<file path="config.mk">
export PLATFORM = sky130hd
export DESIGN_NAME = scalar_branch_commit
export DESIGN_NICKNAME = d
export VERILOG_FILES = /design/src/rtl/scalar_branch_commit_pkg.sv /design/src/rtl/scalar_branch_commit_branch_cond_eval.sv /design/src/rtl/scalar_branch_commit.sv
export SDC_FILE = /design/constraint.sdc
export NUM_CORES = 1
export LEC_CHECK = 0
export ABC_AREA = 0
export CORE_MARGIN = 1.5
export CORE_UTILIZATION = 40
export DETAILED_ROUTE_END_ITERATION = 10
export PLACE_DENSITY = 0.84
export RECOVER_POWER = 50
export SLEW_MARGIN = 20
export SYNTH_ARGS = -nofsm -noshare
export SYNTH_HDL_FRONTEND = slang
export SYNTH_SLANG_ARGS = --single-unit
</file>
<file path="constraint.sdc">
create_clock -name clk -period 3 [get_ports clk]
set_clock_uncertainty 0.1 [all_clocks]
set_input_delay 0.3 -clock clk [delete_from_list [all_inputs] [get_ports clk]]
set_output_delay 0.3 -clock clk [all_outputs]
set_load 0.01 [all_outputs]
</file>
<file path="src/rtl/scalar_branch_commit_pkg.sv">
// rtl/scalar_branch_commit_pkg.sv - shared encodings for the scalar branch/commit stage
package scalar_branch_commit_pkg;

    localparam logic [1:0] SIGN_POS  = 2'b00;
    localparam logic [1:0] SIGN_ZERO = 2'b01;
    localparam logic [1:0] SIGN_NEG  = 2'b10;

    localparam logic [1:0] OPK_WB     = 2'd0;
    localparam logic [1:0] OPK_BRANCH = 2'd1;
    localparam logic [1:0] OPK_JAL    = 2'd2;
    localparam logic [1:0] OPK_JALR   = 2'd3;

    localparam logic [2:0] BRF_EQ = 3'b000;
    localparam logic [2:0] BRF_NE = 3'b001;
    localparam logic [2:0] BRF_LT = 3'b100;
    localparam logic [2:0] BRF_GE = 3'b101;

    localparam logic [0:0] ST_RUN   = 1'b0;
    localparam logic [0:0] ST_FLUSH = 1'b1;

endpackage

</file>
<file path="src/rtl/scalar_branch_commit_branch_cond_eval.sv">
// rtl/scalar_branch_commit_branch_cond_eval.sv - combinational branch taken/error decision
module branch_cond_eval
    import scalar_branch_commit_pkg::*;
(
    input  logic [2:0] br_funct,
    input  logic [1:0] sign_bits,
    input  logic       alu_msb,
    output logic       taken,
    output logic       err
);

    // alu_result holds rs1-rs2, so LT/GE only need its sign bit
    always_comb begin
        taken = 1'b0;
        err   = 1'b0;
        case (br_funct)
            BRF_EQ:  taken = (sign_bits == SIGN_ZERO);
            BRF_NE:  taken = (sign_bits != SIGN_ZERO);
            BRF_LT:  taken = alu_msb;
            BRF_GE:  taken = !alu_msb;
            default: err   = 1'b1;
        endcase
    end

endmodule

</file>
<file path="src/rtl/scalar_branch_commit.sv">
// rtl/scalar_branch_commit.sv - branch resolve, writeback register and wrong-path squash
// Optional branch statistics counters enabled by defining BRANCH_STATS_EN.
module scalar_branch_commit
    import scalar_branch_commit_pkg::*;
#(
    parameter int LEN         = 32,
    parameter int FLUSH_DEPTH = 2
) (
    input  logic           clk,
    input  logic           rst,
    input  logic           in_valid,
    output logic           in_ready,
    input  logic [1:0]     op_kind,
    input  logic [2:0]     br_funct,
    input  logic [LEN-1:0] alu_result,
    input  logic [1:0]     sign_bits,
    input  logic [LEN-1:0] pc,
    input  logic [LEN-1:0] imm,
    input  logic [4:0]     rd,
    output logic           wb_valid,
    input  logic           wb_ready,
    output logic [4:0]     wb_rd,
    output logic [LEN-1:0] wb_data,
    output logic           redirect_valid,
    output logic [LEN-1:0] redirect_pc,
    output logic           err_funct,
    output logic [31:0]    br_total,
    output logic [31:0]    br_taken
);

    localparam logic [2:0] FLUSH_INIT = 3'(FLUSH_DEPTH);

    logic [0:0]     state_q, state_d;
    logic [2:0]     flush_cnt_q, flush_cnt_d;
    logic           wb_valid_q, wb_valid_d;
    logic [4:0]     wb_rd_q, wb_rd_d;
    logic [LEN-1:0] wb_data_q, wb_data_d;
    logic           redir_valid_q, redir_valid_d;
    logic [LEN-1:0] redir_pc_q, redir_pc_d;
    logic           err_q, err_d;

    logic           cond_taken, cond_err;
    logic           accept, run_acc, is_br, br_hit;
    logic [LEN-1:0] link_pc;

    branch_cond_eval u_cond (
        .br_funct  (br_funct),
        .sign_bits (sign_bits),
        .alu_msb   (alu_result[LEN-1]),
        .taken     (cond_taken),
        .err       (cond_err)
    );

    assign in_ready = (state_q == ST_FLUSH) || !wb_valid_q || wb_ready;
    assign accept   = in_valid && in_ready;
    assign run_acc  = accept && (state_q == ST_RUN);
    assign is_br    = (op_kind == OPK_BRANCH);
    assign br_hit   = run_acc && is_br && cond_taken;
    assign link_pc  = pc + LEN'(4);

    always_comb begin
        state_d       = state_q;
        flush_cnt_d   = flush_cnt_q;
        wb_valid_d    = wb_valid_q && !wb_ready;
        wb_rd_d       = wb_rd_q;
        wb_data_d     = wb_data_q;
        redir_valid_d = 1'b0;
        redir_pc_d    = redir_pc_q;
        err_d         = err_q;

        if (run_acc) begin
            if (!is_br && rd != 5'd0) begin
                wb_valid_d = 1'b1;
                wb_rd_d    = rd;
                wb_data_d  = (op_kind == OPK_WB) ? alu_result : link_pc;
            end
            if (is_br && cond_err) begin
                err_d = 1'b1;
            end
            if (br_hit || op_kind == OPK_JAL || op_kind == OPK_JALR) begin
                redir_valid_d = 1'b1;
                state_d       = ST_FLUSH;
                flush_cnt_d   = FLUSH_INIT;
                case (op_kind)
                    OPK_JAL:  redir_pc_d = alu_result;
                    OPK_JALR: redir_pc_d = alu_result & ~LEN'(1);
                    default:  redir_pc_d = pc + imm;
                endcase
            end
        end else if (accept) begin
            // wrong-path op: counted off and discarded
            flush_cnt_d = flush_cnt_q - 3'd1;
            if (flush_cnt_q == 3'd1) begin
                state_d = ST_RUN;
            end
        end
    end

    always_ff @(posedge clk or posedge rst) begin
        if (rst) begin
            state_q       <= ST_RUN;
            flush_cnt_q   <= 3'd0;
            wb_valid_q    <= 1'b0;
            wb_rd_q       <= 5'd0;
            wb_data_q     <= '0;
            redir_valid_q <= 1'b0;
            redir_pc_q    <= '0;
            err_q         <= 1'b0;
        end else begin
            state_q       <= state_d;
            flush_cnt_q   <= flush_cnt_d;
            wb_valid_q    <= wb_valid_d;
            wb_rd_q       <= wb_rd_d;
            wb_data_q     <= wb_data_d;
            redir_valid_q <= redir_valid_d;
            redir_pc_q    <= redir_pc_d;
            err_q         <= err_d;
        end
    end

    assign wb_valid       = wb_valid_q;
    assign wb_rd          = wb_rd_q;
    assign wb_data        = wb_data_q;
    assign redirect_valid = redir_valid_q;
    assign redirect_pc    = redir_pc_q;
    assign err_funct      = err_q;

`ifdef BRANCH_STATS_EN
    logic [31:0] br_total_q, br_taken_q;

    always_ff @(posedge clk or posedge rst) begin
        if (rst) begin
            br_total_q <= 32'd0;
            br_taken_q <= 32'd0;
        end else begin
            if (run_acc && is_br) begin
                br_total_q <= br_total_q + 32'd1;
            end
            if (br_hit) begin
                br_taken_q <= br_taken_q + 32'd1;
            end
        end
    end

    assign br_total = br_total_q;
    assign br_taken = br_taken_q;
`else
    assign br_total = 32'd0;
    assign br_taken = 32'd0;
`endif

endmodule

</file>
# Yosys cells after proc, flatten, opt, wreduce, memory -nomap -nowiden
# Cells that the tools add are included.
dict set report word_totals {
  output_inout_bits 137
  regBits 76
  in_bits 112
  word_cells 63
}
dict set report classes {
  addsub 3
  eq_ne 10
  reduce_logical 26
  bitwise 1
  n_mux 15
}
# op count
set ops {}
lappend ops {{one-hot mux 32 bit (2 select lines)} 1}
lappend ops {{adder 32 x 3 -> 32 bit (second input constant)} 1}
lappend ops {{adder 32 bit} 1}
lappend ops {{2-to-1 mux 32 bit} 1}
lappend ops {{2-to-1 mux 1 bit} 9}
lappend ops {{2-to-1 mux 3 bit} 3}
lappend ops {{AND reduction 2 bit} 4}
lappend ops {{logical AND 1 bit} 7}
lappend ops {{equality test 3 x 1 -> 1 bit (second input constant)} 2}
lappend ops {{equality test 3 bit (second input constant)} 2}
lappend ops {{nonzero test 5 bit} 1}
lappend ops {{equality test 2 x 1 -> 1 bit (second input constant)} 2}
lappend ops {{equality test 2 bit (second input constant)} 2}
lappend ops {{zero test 1 bit} 4}
lappend ops {{logical OR 1 bit} 4}
lappend ops {{!= test 2 x 1 -> 1 bit (second input constant)} 2}
lappend ops {{one-hot mux 1 bit (4 select lines)} 1}
lappend ops {{nonzero test 2 bit} 2}
lappend ops {{OR reduction 4 bit} 1}
lappend ops {{zero test 3 bit} 1}
lappend ops {{AND reduction 3 bit} 1}
lappend ops {{subtractor 3 x 1 -> 3 bit (second input constant)} 1}
lappend ops {{zero test 2 bit} 1}
lappend ops {{NOT 1 bit} 1}

# Longest topological paths before layout
dict set report depth {
  depth_word 11
  mapped_depth 11
  depth_no_buf 11
}

# Cells and area by module
# Synthesis repeated with hierarchy kept, for this count alone.
dict set report unflattened {
  cells_unflattened 811
  hier_area_um2 6454.9
}
# mod area_per_inst_um2 n_inst cells_per_inst
set modules_own_cells {}
lappend modules_own_cells {scalar_branch_commit 6407.4 1 805}
lappend modules_own_cells {branch_cond_eval 47.5 1 6}

# Worst setup path before layout
# No wires, ideal clock.
dict set report synth_path {
  path_kind {input to register}
  start {in pc[0]}
  end {reg redir_pc_q[28] (netlist: redirect_pc[28])}
  cell_stages 11
  setup_slack_ps 502
  t_arrival_ps 2258
  path_cell_list {ha_1 inv_1 fa_1 nor2b_1 o2111ai_1 a21oi_1 or4_4 a31oi_2 o21ai_1 a2111oi_0 a211oi_1}
}
dict set report synth_via {
  elab_chain_len 2
}
# item line_no
set synth_lines {}
lappend synth_lines {{start, declared} scalar_branch_commit.sv:17} ;# input logic [LEN-1:0] pc,
lappend synth_lines {{adder 32 bit} scalar_branch_commit.sv:87} ;# default: redir_pc_d = pc + imm;
lappend synth_lines {{one-hot mux 32 bit (2 select lines)} scalar_branch_commit.sv:84} ;# case (op_kind)
lappend synth_lines {{end signal, assigned} scalar_branch_commit.sv:116} ;# redir_pc_q <= redir_pc_d;
lappend synth_lines {{end, declared} scalar_branch_commit.sv:39} ;# logic [LEN-1:0] redir_pc_q, redir_pc_d;
# Every way passes these cells.
# A chain may end at the register's enable or synchronous reset.

# Final worst setup path
dict set report layout_path {
  start {in pc[0]}
  end {reg redir_pc_q[31] (netlist: redirect_pc[31])}
}
# The elaborated chain is that of the path after synthesis.

==> flow_summary_export.csv <==
group,metric,value,unit
routing,dr_total_vias,6155,
run_status,violations,"capacitance limit, slew limit",
cts,tritoncts,"built",
cts,htree_levels,3,
placement,gpl.final_weighted_congestion,0.905,
synthesis,avgSynthCellArea,7.99,um^2
synthesis,synth_compound_area_frac,0.226,
routing,ant_nets,0,
synthesis,share_of_synthesized_area_spent_on_multiplexers,0.0208,
synthesis,xor_xnor_share_of_the_synthesized_area,0.0777,
sta,final.min_clock_period,2.86,ns
sta,worstMarginPinSlew,1.89,ns
synthesis,yosysWarningCount,0,
cts,clkLatencyLatePin,0.34,ns
hold_path,worst_hold_path_type,"reg -> reg",
sta,maxSlewHeadroom,-0.259,
placement,area_post_placement,0.00822,mm^2
cts,maximum_buffer_depth_of_the_clock_tree,2,
cts,cts.sinks,76,
synthesis,syn-instance-count,762,
sta,finalHoldViolCount,0,
synthesis,synth-edff-count,0,
synthesis,synthSimpleGateAreaFrac,0.175,
setup_path,endpoint_kind,"register",
die,dieArea,0.0160,mm^2
placement,hpwlAfterDp,16000,um
global_routing,grt_pass1_wl,30000,um
setup_path,crit_fanout,5,
sta,final_min_period_over_clock_period,0.954,
cts,postCtsSetupBuffers,0,
global_routing,grt_usage,0.239,
synthesis,synth_cell_types,59,
cts,cts_buffers,9,
die,floorplan.rows,44,
routing,route.detailed.drc,0,
sta,maxClockFrequency,349,MHz
run_status,status,"finished with violations",
die,vertical_extent_of_the_die,126,um
synthesis,ys_async_sr_fraction,1.00,
cts,cts.root.buffer_cell,"clkbuf_16",
die,die_width,126,um
synthesis,synth_top_family_by_area,"compound AO/OA/AOI/OAI gates",
global_routing,grt_max_degree,77,
routing,drt-wirelength-per-cell,17.0,um
die,floorplan.core_area,0.0147,mm^2
synthesis,synth-adder-area-share,0.0732,
placement,place.detailed.instances,1143,
synthesis,register_area_share_after_synthesis,0.313,
cells_and_area,post_layout_cell_count,1160,
synthesis,yosys_register_bits,76,
synthesis,syn-cell-area,0.00609,mm^2
cells_and_area,postLayoutCellArea,0.00854,mm^2
sta,grt_setup_unrepaired,"false",
synthesis,synth-main-ff-cell,"dfrtp_1",
power_and_ir_drop,total_leakage_power,0.00373,uW
power_and_ir_drop,ir_drop,0.322,mV
global_routing,grt_overflow_total,0,
cells_and_area,area_growth,40.4,%
sta,final_max_tran_viols,77,
global_routing,antenna_violations_before_repair,1,
die,number_of_top_level_pins,249,
setup_path,timing_worst_setup_path_type,"in -> reg",
die,starting_density_of_the_core,0.414,
routing,detail_route.vias_per_cell,5.31,
setup_path,arrival,2.97,ns
global_routing,first_global_vias,5570,
placement,port_buffers,184,
sta,timing.final.setup_violations,0,
cells_and_area,final_net_count,1117,
setup_path,critPathLaunchType,"input port",
setup_path,crit_required,3.11,ns
cells_and_area,final_layout_size_suffix_gt1_frac,0.0964,
routing,route.final.wire_length,19700,um
flow_run,max-cap-violations,1,
routing,dr.pass1.iters,5,
cts,clock_transition_at_path_regs,0.06,ns
routing,dr.first_iter.drc_count,464,
power_and_ir_drop,p_per_area,672,mW/mm^2
[sequential cells by signal, indices dropped and copies added, names as in the netlist]
signal	count
redirect_pc	32
wb_data	32
wb_rd	5
flush_cnt_q	3
err_funct	1
redirect_valid	1
state_q	1
wb_valid	1
[final cells by class]
class / count / area [um^2]
Antenna cell: 1 / 2.50
Clock buffer: 11 / 253
Clock inverter: 5 / 60.1
Fill cell: 1288 / 6160
Inverter: 13 / 50.0
Multi-Input combinational cell: 630 / 3780
Sequential cell: 76 / 1900
Tap cell: 184 / 230
Timing Repair Buffer: 240 / 2260
[worst max-delay path: stages]
cell and delay, ns:
clkdlybuf4s50_1 0.50, ha_1 0.23, buf_4 0.13, a211oi_1 0.06, buf_4 0.15, o21ai_1 0.32, a221oi_4 0.12, o21ai_2 0.23
a21oi_4 0.11, o31ai_1 0.50, a2111oi_2 0.14, nand3b_1 0.19
[timing repair]
item / CTS / global route
hold buffers: 0 / 0
endpoints found under the setup margin: 1 / 6
pin swaps: 0 / 0
resized for setup: 1 / 5
hold endpoints to repair: 0 / 0
[final timing paths]
check / from / to / cells past startpoint / slack, ns
setup reg to reg: wb_valid / redirect_pc[31] / 8 / 0.68
max in group asynchronous: rst / redirect_pc[22] / 3 / 0.67
hold reg to reg: wb_data[5] / wb_data[5] / 2 / 0.37
hold / removal: wb_data[5] / wb_data[5] / 2 / 0.37
setup / recovery: pc[0] / redirect_pc[31] / 12 / 0.14
min in group asynchronous: rst / wb_data[2] / 3 / 0.99
[logic make-up after synthesis]
kind of cell	count (synthesis)
other	1
flip-flops	76
AND/OR/NAND/NOR	235
buffers and inverters	119
multiplexers	12
adder cells (fa/ha/maj)	35
XOR/XNOR	54
AO/OA/AOI/OAI	230
[per-stage QoR]
step                      setup TNS [ns]  power [uW]  setup slack, ns  hold WS [ns]  utilization
final                                  0        5740            0.138         0.373        0.581
after global routing                   0        6060          0.00654         0.397        0.581
after CTS                              0        5830           0.0334         0.288        0.581
after detailed placement           -1.81        4680           -0.317         0.372        0.559
after global placement            -0.683        4610           -0.187         0.362        0.559
after floorplan                        0        3120            0.502         0.304            -
[report_power, final]
part           switching, uW  internal [uW]
clock                    453            691
combinational           1320           1410
sequential               338           1520
total                   2110           3620
[cell usage in the layout, fill, tap and decap left out, drive strengths merged, types with 6 or more instances in the layout]
master | netlist | final
clkdlybuf4s50 | 0 | 148
conb | 1 | 64
nor3 | 6 | 6
and3 | 15 | 15
ha | 34 | 34
nand3 | 17 | 17
nor2 | 71 | 71
nor2b | 6 | 6
a21o | 6 | 6
buf | 66 | 55
nand2 | 89 | 89
o21ai | 78 | 78
o21bai | 6 | 6
clkbuf | 40 | 12
dfrtp | 76 | 76
nand4 | 13 | 13
a31oi | 9 | 9
o21a | 6 | 6
xnor2 | 29 | 29
o22ai | 10 | 10
inv | 13 | 12
a21oi | 85 | 85
o31ai | 6 | 6
dlygate4sd3 | 0 | 36
mux2i | 7 | 7
xor2 | 25 | 25
[synth_stat cells, types with 6 or more instances]
master     n  area, um^2
o31ai_1    6        45.0
inv_1     12        45.0
nand4_1   13        81.3
xor2_1    25         219
ha_1      34         425
a31oi_1    8        50.1
o21ai_0   49         245
a21o_1     6        45.0
buf_4     64         480
clkbuf_1  40         150
nand3_1   17        85.1
a21oi_1   84         420
o21ai_1   28         140
and3_1    15        93.8
o21bai_1   6        45.0
dfrtp_1   76        1900
nor2_1    71         267
o21a_1     6        45.0
mux2i_1    7        70.1
o22ai_1   10        62.6
nor2b_1    6        37.5
xnor2_1   29         254
nand2_1   89         334
[routing by layer]
layer	routed length (um)	global-route usage	part of all wire
met5	0	0	0
met4	658	0.0980	0.033
met3	1140	0.0308	0.058
met2	9180	0.387	0.47
met1	8740	0.325	0.44
Note: power is estimated with default switching activity, not from simulation.
==> patch (config.mk and constraints unchanged) <==
The option `BRANCH_STATS_EN` is turned on by a define.
--- a/src/rtl/scalar_branch_commit.sv
+++ b/src/rtl/scalar_branch_commit.sv
@@ -1,5 +1,7 @@
 // rtl/scalar_branch_commit.sv - branch resolve, writeback register and wrong-path squash
 // Optional branch statistics counters enabled by defining BRANCH_STATS_EN.
+`define BRANCH_STATS_EN
+
 module scalar_branch_commit
     import scalar_branch_commit_pkg::*;
 #(
Formal check against the unedited RTL: not equivalent (a bounded check fails within 4 cycles, from zero or initial values and one cycle with rst high).
==> patch against the original RTL <==
  * The flow still finishes with violations (max-capacitance violations, max-slew violations)
  * Combinational power is 2% higher
  * Cell area is 42% higher
  * Synthesized area is 36% higher
  * Clock power is 79% higher
  * Sequential cell count is 64 higher
  * Fmax is 0.55% lower
  * Via count is 30% higher
  * Count of clock-buffer cells in the layout is 6 higher
  * Power is 32% higher
  * Critical path depth stayed put
  * Worst setup slack worse by 16 ps
  * Wire length is 32% higher
  * Hold slack worse by 150 ps
  * Critical path type unchanged
  * Highest routed layer unchanged
==> patch: results (changes against the original RTL) <==
stage,metric,value,unit,change
clocking,numCtsBuffers,17,,+8
synthesis,syn_avg_cell_area,8.81,µm²,+10%
detailed_routing,wl_per_cell,16.9,µm,-0.41%
worst_hold_path,worst_hold_path_type,in2reg,,
outcome,run_status,"finished, violations left",,
detailed_routing,drt_iter0_drc,533,,+15%
worst_setup_path,r2r_setup_slack,410,ps,-270 ps
layout,n_antenna_cell,0,,-1
placed_design,placedInstanceArea,11600,µm²,+41%
synthesis,synthXorXnorAreaFrac,12.5,%,+4.8 points
grt,via_count_of_the_first_global_routing_pass,7896,,+42%
worst_setup_path,critical-path-max-stage-delay,430,ps,-70 ps
detailed_routing,vias,8015,,+30%
power,power.leakage,5.42,nW,+45%
synthesis,muxShareOfSynthArea,1.79,%,-0.29 points
sta,maxSlewHeadroom,-18.3,%,+7.6 points
grt,grt.total_usage,24.6,%,+0.67 points
placed_design,place.port_buffers,248,,+35%
placed_design,gp_congestion,0.949,,+4.8%
synthesis,synthDistinctLibCells,56,,-5.1%
layout,layout.nets,1399,,+25%
worst_setup_path,worst_path_max_delay_cell,fa_1,,
synthesis,post_synth_most_frequent_cells,"nand2_1, dfrtp_1, nor2_1",,
sta,timing.final.max_slew_violations,68,,-12%
worst_setup_path,worstPathArrival,3090,ps,+120 ps
worst_setup_path,crit-reg2reg-capture,br_taken[26],,
power,worst_ir_drop_vdd,343,µV,+6.7%
outcome,failed_checks,"max-capacitance violations, max-slew violations",,
job,max_cap_viol_count,1,,unchanged
synthesis,synthesized_area_fraction_occupied_by_adder_cells,5.70,%,-1.6 points
synthesis,synth_compound_area_share,14.9,%,-7.7 points
placed_design,placed_cells,1501,,+31%
layout,drive_gt1_share,9.82,%,+0.18 points
detailed_routing,drt-vias-per-instance,5.23,,-1.5%
worst_setup_path,path_max_fanout,3,,-2
clocking,cts.htree.levels,4,,+1
grt,grt_pass1_wl,41600,µm,+39%
power,switch_share,35.0,%,-1.9 points
layout,fillerInstances,1715,,+33%
synthesis,seq_area_frac_synth,42.5,%,+11 points
worst_hold_path,hold_path_startpoint,op_kind[1],,
worst_hold_path,timing.hold.worst_endpoint,redirect_pc[12],,
==> patch: cell types whose count changed after synthesis, sizes merged, moves of 6 or more <==
cell / delta
and2: +8
o21ai: +16
clkbuf: -14
buf: -62
nand4: +10
o22ai: -6
nand2: +76
nand3: +25
xnor2: +40
dfrtp: +64
o211ai: +13
xor2: +24
a21oi: -35
inv: +13
==> patch: per-stage QoR <==
step / setup slack (ps) / hold WS (ps) / utilization (%) / total power [mW]
floorplan: 405 / 306 / - / 3.96
global placement: -405 / 341 / 57.1 / 5.61
detailed placement: -442 / 356 / 57.1 / 5.69
CTS: 44.2 / 102 / 59.9 / 7.76
global route: -16.9 / 213 / 59.9 / 7.98
finish: 122 / 219 / 59.9 / 7.55
==> patch: final cells by class <==
type                       count  area [µm²]  area share [%]
tap                          270         338            2.79
timing repair buffer         325        3050            25.2
clock buffer                  17         425            3.51
multi-input combinational    740        4550            37.6
sequential                   140        3500            28.9
clock inverter                15         148            1.22
inverter                      26        98.8           0.816
==> patch: cells by family after synthesis <==
| kind of cell | after synthesis |
|---|---|
| DFF | 140 |
| adders and majority gates | 37 |
| muxes | 14 |
| AOI/OAI and AO/OA | 208 |
| buffers and inverters | 56 |
| and+or+nand+nor | 363 |
| xor gates and xnor gates | 118 |
==> patch: tightest hold or removal path, cell delays in order <==
cell     delay, ps
buf_2           90
inv_2          130
nand2_1        110
a21oi_1         60
==> patch: timing repair <==
action,CTS,global route
gates resized for setup,1,5
pin swaps,0,1
cloned,0,0
setup endpoints to repair,1,7
endpoints found under the hold margin,0,0
setup buffers,0,0
==> patch: how the worst max path moves through the flow <==
stage                from              end  slack (ps)  cells past startpoint
floorplan           pc[7]  redirect_pc[24]         410                     10
global placement    pc[1]  redirect_pc[31]        -400                     12
detailed placement  pc[1]  redirect_pc[31]        -440                     12
CTS                 pc[1]  redirect_pc[31]          40                     12
global route        pc[0]  redirect_pc[28]         -20                     12
finish              pc[0]  redirect_pc[28]         120                     12
==> patch: power groups by stage <==
stage,Sequential (mW),Clock [mW],Combinational [mW]
after CTS,2.75,2.09,2.92
after detailed placement,2.78,0,2.91
after global routing,2.79,2.18,3.01
after global placement,2.76,0,2.85
after floorplan,2.95,0,1.00
final,2.73,2.04,2.78
==> patch: metal layers <==
metal / part of all wire [%] / GRT usage, % / vias up / routed length, µm
met5: 0 / 0 / - / 0
met4: 3.0 / 9.70 / 0 / 773
met3: 6.6 / 3.78 / 45 / 1720
met2: 48 / 40.7 / 337 / 12400
met1: 43 / 32.3 / 3733 / 11000
li1: - / - / 3900 / -
